`src/rtl/ac_pkg.sv`:
```
// ac_pkg: opcodes, rotate-FSM states and {E,Q} rotate helpers for the accumulator.
package ac_pkg;
  localparam int AC_XW = 64;
  typedef enum logic [3:0] {
    AC_OP_NOP  = 4'd0,
    AC_OP_LD   = 4'd1,
    AC_OP_INC  = 4'd2,
    AC_OP_CLA  = 4'd3,
    AC_OP_CLE  = 4'd4,
    AC_OP_CMA  = 4'd5,
    AC_OP_CME  = 4'd6,
    AC_OP_ADD  = 4'd7,
    AC_OP_AND  = 4'd8,
    AC_OP_CIR  = 4'd9,
    AC_OP_CIL  = 4'd10,
    AC_OP_CIRN = 4'd11,
    AC_OP_CILN = 4'd12
  } ac_op_e;
  typedef enum logic {ST_IDLE, ST_ROT} ac_st_e;
  // Rotate the low n bits of x ({E,Q} zero-extended) by one place.
  function automatic logic [AC_XW-1:0] rot_r(input logic [AC_XW-1:0] x, input int n);
    logic [AC_XW-1:0] m;
    m = (AC_XW'(1) << n) - AC_XW'(1);
    return ((x >> 1) | (AC_XW'(x[0]) << (n - 1))) & m;
  endfunction
  function automatic logic [AC_XW-1:0] rot_l(input logic [AC_XW-1:0] x, input int n);
    logic [AC_XW-1:0] m;
    m = (AC_XW'(1) << n) - AC_XW'(1);
    return ((x << 1) | AC_XW'(x[n-1])) & m;
  endfunction
endpackage

```
`src/rtl/ac_rot_seq.sv`:
```
// ac_rot_seq: IDLE/ROT counter FSM pacing the multi-cycle rotate-by-N.
module ac_rot_seq
  import ac_pkg::*;
#(
  parameter int SHAMT_W = 4
) (
  input  logic               CLK,
  input  logic               CLR,
  input  logic               i_start,
  input  logic               i_dir,
  input  logic [SHAMT_W-1:0] i_shamt,
  output logic               o_step_en,
  output logic               o_dir,
  output logic               o_busy,
  output logic               o_done_rot
);
  ac_st_e             r_st, w_st_nxt;
  logic [SHAMT_W-1:0] r_cnt, w_cnt_nxt;
  logic               r_dir, w_dir_nxt;
  always_ff @(posedge CLK or posedge CLR) begin
    if (CLR) begin
      r_st  <= ST_IDLE;
      r_cnt <= '0;
      r_dir <= 1'b0;
    end else begin
      r_st  <= w_st_nxt;
      r_cnt <= w_cnt_nxt;
      r_dir <= w_dir_nxt;
    end
  end
  always_comb begin
    w_st_nxt  = r_st;
    w_cnt_nxt = r_cnt;
    w_dir_nxt = r_dir;
    if (r_st == ST_IDLE && i_start) begin
      w_st_nxt  = ST_ROT;
      w_cnt_nxt = i_shamt;
      w_dir_nxt = i_dir;
    end else if (r_st == ST_ROT) begin
      w_cnt_nxt = r_cnt - SHAMT_W'(1);
      w_st_nxt  = (r_cnt == SHAMT_W'(1)) ? ST_IDLE : ST_ROT;
    end
  end
  assign o_busy     = (r_st == ST_ROT);
  assign o_step_en  = o_busy;
  assign o_dir      = r_dir;
  assign o_done_rot = o_busy && (r_cnt == SHAMT_W'(1));
endmodule

```
`src/rtl/ac_alu_reg.sv`:
```
// ac_alu_reg: WIDTH-bit accumulator with extend bit, ALU ops and rotate-by-N sequencer.
// Define AC_OVF_FLAG_EN to add the sticky overflow output V.
module ac_alu_reg
  import ac_pkg::*;
#(
  parameter int WIDTH   = 16,
  parameter int SHAMT_W = 4
) (
  input  logic               CLK,
  input  logic               CLR,
  input  logic [3:0]         OP,
  input  logic               OP_VALID,
  input  logic [WIDTH-1:0]   DATA,
  input  logic [SHAMT_W-1:0] SHAMT,
  output logic [WIDTH-1:0]   Q,
  output logic               E,
  output logic               BUSY,
  output logic               DONE,
  output logic               ZERO,
  output logic               NEG
`ifdef AC_OVF_FLAG_EN
  ,
  output logic               V
`endif
);
  logic [WIDTH-1:0] r_q, w_inc;
  logic             r_e, r_done;
  logic [WIDTH:0]   w_nxt, w_sum, w_rr, w_rl;
  logic [AC_XW-1:0] w_ex;
  logic             w_acc, w_rot_start, w_step, w_dir, w_busy, w_last;
  assign w_acc       = OP_VALID && !w_busy;
  assign w_rot_start = w_acc && (OP == AC_OP_CIRN || OP == AC_OP_CILN) && (SHAMT != '0);
  assign w_ex        = AC_XW'({r_e, r_q});
  assign w_rr        = (WIDTH+1)'(rot_r(w_ex, WIDTH + 1));
  assign w_rl        = (WIDTH+1)'(rot_l(w_ex, WIDTH + 1));
  assign w_sum       = {1'b0, r_q} + {1'b0, DATA};
  assign w_inc       = r_q + WIDTH'(1);
  ac_rot_seq #(.SHAMT_W(SHAMT_W)) u_seq (
    .CLK       (CLK),
    .CLR       (CLR),
    .i_start   (w_rot_start),
    .i_dir     (OP == AC_OP_CILN),
    .i_shamt   (SHAMT),
    .o_step_en (w_step),
    .o_dir     (w_dir),
    .o_busy    (w_busy),
    .o_done_rot(w_last)
  );
  always_comb begin
    w_nxt = {r_e, r_q};
    if (w_step) w_nxt = w_dir ? w_rl : w_rr;
    else if (w_acc)
      case (OP)
        AC_OP_LD:  w_nxt = {r_e, DATA};
        AC_OP_INC: w_nxt = {r_e, w_inc};
        AC_OP_CLA: w_nxt = {r_e, {WIDTH{1'b0}}};
        AC_OP_CLE: w_nxt = {1'b0, r_q};
        AC_OP_CMA: w_nxt = {r_e, ~r_q};
        AC_OP_CME: w_nxt = {~r_e, r_q};
        AC_OP_ADD: w_nxt = w_sum;
        AC_OP_AND: w_nxt = {r_e, r_q & DATA};
        AC_OP_CIR: w_nxt = w_rr;
        AC_OP_CIL: w_nxt = w_rl;
        default:   w_nxt = {r_e, r_q};
      endcase
  end
  always_ff @(posedge CLK or posedge CLR) begin
    if (CLR) begin
      r_q    <= '0;
      r_e    <= 1'b0;
      r_done <= 1'b0;
    end else begin
      {r_e, r_q} <= w_nxt;
      r_done     <= (w_acc && !w_rot_start) || w_last;
    end
  end
`ifdef AC_OVF_FLAG_EN
  logic r_v, w_v_set, w_v_clr;
  assign w_v_set = w_acc && (
      (OP == AC_OP_ADD && r_q[WIDTH-1] == DATA[WIDTH-1] && w_sum[WIDTH-1] != r_q[WIDTH-1]) ||
      (OP == AC_OP_INC && !r_q[WIDTH-1] && w_inc[WIDTH-1]));
  assign w_v_clr = w_acc && (OP == AC_OP_CLA || OP == AC_OP_LD);
  always_ff @(posedge CLK or posedge CLR) begin
    if (CLR) r_v <= 1'b0;
    else     r_v <= w_v_clr ? 1'b0 : (r_v | w_v_set);
  end
  assign V = r_v;
`endif
  assign Q    = r_q;
  assign E    = r_e;
  assign BUSY = w_busy;
  assign DONE = r_done;
  assign ZERO = (r_q == '0);
  assign NEG  = r_q[WIDTH-1];
endmodule

```
`config.mk`:
```
export PLATFORM = sky130hd
export DESIGN_NAME = ac_alu_reg
export DESIGN_NICKNAME = d
export VERILOG_FILES = /design/src/rtl/ac_pkg.sv /design/src/rtl/ac_rot_seq.sv /design/src/rtl/ac_alu_reg.sv
export SDC_FILE = /design/constraint.sdc
export NUM_CORES = 1
export LEC_CHECK = 0
export ABC_AREA = 1
export BUFFER_PORTS_ARGS = -buffer_cell sky130_fd_sc_hd__buf_2
export CORE_MARGIN = 2
export CORE_UTILIZATION = 55
export CTS_BUF_LIST = sky130_fd_sc_hd__clkbuf_16
export DETAILED_ROUTE_END_ITERATION = 8
export GPL_ROUTABILITY_DRIVEN = 0
export PLACE_DENSITY = 0.76
export SETUP_SLACK_MARGIN = 0.3
export SLEW_MARGIN = 40
export SYNTH_ARGS = -nofsm -noshare
export SYNTH_HDL_FRONTEND = slang
export SYNTH_HIERARCHICAL = 1
export SYNTH_SLANG_ARGS = --single-unit
```
`constraint.sdc`:
```
create_clock -name CLK -period 2.9 [get_ports CLK]
set_input_delay 0.145 -clock CLK [delete_from_list [all_inputs] [get_ports CLK]]
set_output_delay 0.145 -clock CLK [all_outputs]
set_load 0.05 [all_outputs]
```
# [Yosys cells after proc, flatten, opt, wreduce, memory -nomap -nowiden]
# Index checks and enable logic that the tools add are counted.
[totals] output_inout_bits=21 register_bits=24 inputBits=27 word_cells=62
[op_classes] n_eq_ne=20 mux=9 bitwise=6 n_reduce_logical=18 add_sub_neg=3
[op_table] cell="one-hot mux 17 bit (10 select lines)" n=1
[op_table] cell="2-to-1 mux 17 bit" n=3
[op_table] cell="== test 4 bit, second input constant" n=5
[op_table] cell="adder 16 x 16 -> 17 bit" n=1
[op_table] cell="bitwise OR 16 x 17 -> 17 bit" n=1
[op_table] cell="bitwise OR 17 x 1 -> 17 bit" n=1
[op_table] cell="adder 16 x 1 -> 16 bit, second input constant" n=1
[op_table] cell="AND 16 bit" n=1
[op_table] cell="== test 4 x 3 -> 1 bit, second input constant" n=4
[op_table] cell="zero test 16 bit" n=1
[op_table] cell="inverter 16 bit" n=1
[op_table] cell="inequality test 2 x 1 -> 1 bit, second input constant" n=7
[op_table] cell="nonzero test 9 bit" n=1
[op_table] cell="== test 4 x 1 -> 1 bit, second input constant" n=2
[op_table] cell="== test 4 x 2 -> 1 bit, second input constant" n=2
[op_table] cell="2-to-1 mux 4 bit" n=2
[op_table] cell="AND reduction 7 bit" n=1
[op_table] cell="logical AND 1 bit" n=6
[op_table] cell="nonzero test 6 bit" n=1
[op_table] cell="AND reduction 4 bit" n=1
[op_table] cell="nonzero test 2 bit" n=2
[op_table] cell="nonzero test 4 bit" n=1
[op_table] cell="subtractor 4 x 1 -> 4 bit, second input constant" n=1
[op_table] cell="2-to-1 mux 1 bit" n=3
[op_table] cell="other kinds (3)" n=6

# [Depth between registers and ports, before layout]
[depth] word_depth=7 depth_mapped=13 depth_no_buf=13

# [Hierarchy]
# The synthesis kept the hierarchy.
[by_module_without_submodules] mod="ac_alu_reg" cells_per_inst=634 seq_area_each_um2=450.4 area_per_inst_um2=3392.0 instances=1
[by_module_without_submodules] mod="ac_rot_seq" cells_per_inst=44 seq_area_each_um2=150.1 area_per_inst_um2=344.1 instances=1

# [Worst setup path after synthesis]
# No wires, ideal clock.
[synth_path] kind="reg2out" start="reg r_q[1] (netlist: Q[1])" end="out ZERO" path_slack_ns=0.149 t_required_ns=2.755 n_path_buf=0 t_arrival_ns=2.606 path_stages_with_launch=5 cell_sequence="dfrtp_1 -> inv_1 -> ha_1 -> nand4_1 -> nor4_1"
[synth_via] elab_chain_len=1
[synth_lines] item="start, declared" line="ac_alu_reg.sv:26" rtl="logic [WIDTH-1:0] r_q, w_inc;"
[synth_lines] item="start signal, assigned" line="ac_alu_reg.sv:73" rtl="{r_e, r_q} <= w_nxt;"
[synth_lines] item="zero test 16 bit" line="ac_alu_reg.sv:93" rtl="assign ZERO = (r_q == '0);"
[synth_lines] item="end, declared" line="ac_alu_reg.sv:19" rtl="output logic ZERO,"
# Every way passes these cells.

# [Final worst setup path]
[layout_path] start="reg r_q[0] (netlist: Q[0])" end="reg r_q[4] (netlist: Q[4])"
[layout_via] elab_chain_len=4 word_cells_on_any_way=5 cone_classes="2 x add/sub; 3 x mux"
[layout_lines] item="adder 16 x 16 -> 17 bit / adder 16 x 1 -> 16 bit (equally long branches)" line="ac_alu_reg.sv:36, ac_alu_reg.sv:37"
[layout_lines] item="one-hot mux 17 bit (10 select lines) (*)" line="ac_alu_reg.sv:53" rtl="case (OP)"
[layout_lines] item="2-to-1 mux 17 bit (*)" line="ac_alu_reg.sv:52" rtl="else if (w_acc)"
[layout_lines] item="2-to-1 mux 17 bit (*)" line="ac_alu_reg.sv:51" rtl="if (w_step) w_nxt = w_dir ? w_rl : w_rr;"
# Every way passes the cells marked *; elsewhere a longest branch is shown, timed or not. The select of a mux whose other input is x is not followed.
# A chain may end at the register's enable or synchronous reset.

==> results.toml <==
[drt]
drc_errors = 0
drtIter0Drc = 549
final_antenna_net_count = 0
first_pass_iters = 7
avgRoutedWirePerCell_um = 16.17
via_per_inst = 5.994
num_vias = 4753
totalWireLength_mm = 12.82

[clock_network]
clock_latency_ns = 0.28
cts_root_buf = "clkbuf_16"
cts_sinks = 24
cts_tree = "done"
h-tree-depth = 1
numCtsBuffers = 3
cts-resized-gates = 0
clock_path_buffers = 2
path_clk_slew_ns = 0.08

[global_routing]
grtUsageMet1 = 0.4782
grt_pass1_wl_mm = 20.94
antenna_found_initial = 0
grt_pass1_vias = 4327
grtUsageTotal = 0.3497
grt-ovfl-total = 0
grt_most_used_layer = "met2"
grtUsageMet2 = 0.5510
grt_max_degree = 35
grtUsageMet3 = 0.05333

[power]
pwr_density_cell_nw_per_um2 = 1088
report.power.total_mw = 4.451
leakagePower_nw = 2.183
irDropWorstVdd_mv = 0.5626

[timing]
fmax_ghz = 0.4567
rsz0062_at_grt = "no"
worst_pin_slew_ns = 0.6869
final-hold-violation-count = 0
final-max-slew-violation-count = 0
finClkSkew_ns = 0.01314
tns_ns = 0
timing.final.crit_share = 0.7550
setup_violations = 0
relSlewSlack = 0.5404
min_period_ns = 2.190

[logic_synthesis]
synth-seq-cells = 24
synth.avg_cell_area_um2 = 5.510
synth_area_leaders = "nand2_1, dfrtp_1, inv_1"
syn_nets = 726
synth_edf_count = 0
ys_types = 39
yosysMostFrequentCell = "nand2_1"
yosysTopAreaCell = "nand2_1"
async_flop_share = 1.000
synthesis.yosys.warnings = 6
synth_commonest_cells = "nand2_1, inv_1, nor2_1"
syn-cell-area_um2 = 3736
ys_seq_area_frac = 0.1608
synth_top_area_frac = 0.2009
syn_inst = 678
synthFlopType = "dfrtp_1"

[worst_hold_path]
hold_path_class = "in -> reg"

[flow_run]
max_cap_violations = 0

[worst_setup_path]
path_class = "reg -> reg"
startpoint_type = "flop"
crit_fanout = 8
arrival_ns = 2.35
required_ns = 3.06
cp-end-kind = "flop"

[floorplan]
ios = 48
dieArea_um2 = 7468
core_um2 = 6681
start_util = 0.5592
rows = 30
fp.dieH_um = 86.42
die_x_um = 86.42

[placed_design]
hpwl_mm = 9.346
port_buffers = 47

[finish]
syn_to_final_growth_pct = 9.477
drive_above_1_share = 0.1192
fin_nets = 762
antenna_cells = 0

[outcome]
outcome = "complete, no violations"
[path summary, 6_finish.rpt]
check	from	to	slack, ns	cells after the start
max in group asynchronous	CLR	Q[14]	2.11	3
worst max-delay path	Q[0]	Q[4]	0.71	9
worst min-delay path	SHAMT[2]	u_seq/r_cnt[2]	0.13	3
worst max register to register	Q[0]	Q[4]	0.71	9
worst min register to register	u_seq/o_dir	u_seq/o_dir	0.50	2
min in group asynchronous	CLR	u_seq/r_cnt[0]	0.33	3
[final cells by class]
type / count / area [µm²]
clock buffers: 3 / 75.07
clock inverters: 1 / 30.03
fillers: 674 / 2591
inverters: 101 / 379.1
multi-input cells: 532 / 2630
flip-flops and latches: 24 / 600.6
well taps: 80 / 100.1
repair buffers: 52 / 275.3
[placed cells by master (no fill, tap or decap), types with 3 or more instances in the layout]
cell type,synthesis,final
nand2_1,200,200
inv_1,93,92
nor2_1,83,83
nand3_1,55,55
o21ai_0,50,50
buf_2,9,47
a21oi_1,39,39
dfrtp_1,24,24
ha_1,20,20
nor3_1,17,17
nand4_1,11,11
inv_2,6,7
o211ai_1,6,6
o22ai_1,6,6
or2_2,6,6
nand2_2,4,4
o21ai_1,4,4
buf_4,3,4
nor2_4,3,3
a31oi_1,3,3
nand3b_1,3,3
clkbuf_16,0,3
[layer usage]
metal | vias to the layer above | wire, µm | part of all wire
li1 | 2274 | - | -
met1 | 2128 | 5306 | 0.41
met2 | 308 | 5685 | 0.44
met3 | 43 | 1429 | 0.11
met4 | 0 | 397 | 0.031
met5 | - | 0 | 0
[per-stage QoR]
stage	setup slack, ns	utilization	cells	area, µm²	hold WS [ns]
6_report	0.7104	0.6122	793	4090	0.1291
3_5_place_dp	0.7532	0.5949	788	3975	0.08353
4_1_cts	0.7443	0.6122	793	4090	0.1320
5_1_grt	0.5117	0.6122	793	4090	0.1469
2_1_floorplan	0.7053	-	678	3742	-0.06404
3_3_place_gp	0.8618	0.5949	788	3975	0.07768
[sequential cells by signal, indices dropped and copies added, names as in the netlist]
| name | count |
|---|---|
| DONE | 1 |
| E | 1 |
| Q | 16 |
| u_seq/o_busy | 1 |
| u_seq/o_dir | 1 |
| u_seq/r_cnt | 4 |
[critical path: stages, from the launching register on]
cell,delay (ns)
dfrtp_1,0.47
ha_1,0.27
fa_1,0.43
nand3_1,0.11
nand3_1,0.18
or2_2,0.33
nand3_1,0.07
nand3_1,0.08
nand2_1,0.08
a22oi_1,0.06
[report_power, final]
| group | switching, mW | total [mW] | internal [mW] |
|---|---|---|---|
| clock network | 0.163 | 0.439 | 0.276 |
| logic | 2.23 | 3.14 | 0.907 |
| registers | 0.379 | 0.876 | 0.497 |
[what timing repair did]
action | 4_1_cts | 5_1_grt
setup buffers | 0 | 0
endpoints found under the hold margin | 24 | 0
hold buffers | 1 | 0
endpoints found under the setup margin | 0 | 0
[cell families (layout without fill, tap and decap cells)]
| kind of cell | after synthesis | after routing | synth area share |
|---|---|---|---|
| buffers and inverters | 122 | 157 | 0.1370 |
| AOI/OAI and AO/OA | 121 | 121 | 0.1822 |
| and+or+nand+nor | 390 | 390 | 0.4478 |
| DFF | 24 | 24 | 0.1608 |
| adders and majority gates | 21 | 21 | 0.07234 |
No activity file was read; power rests on OpenSTA's default activity.
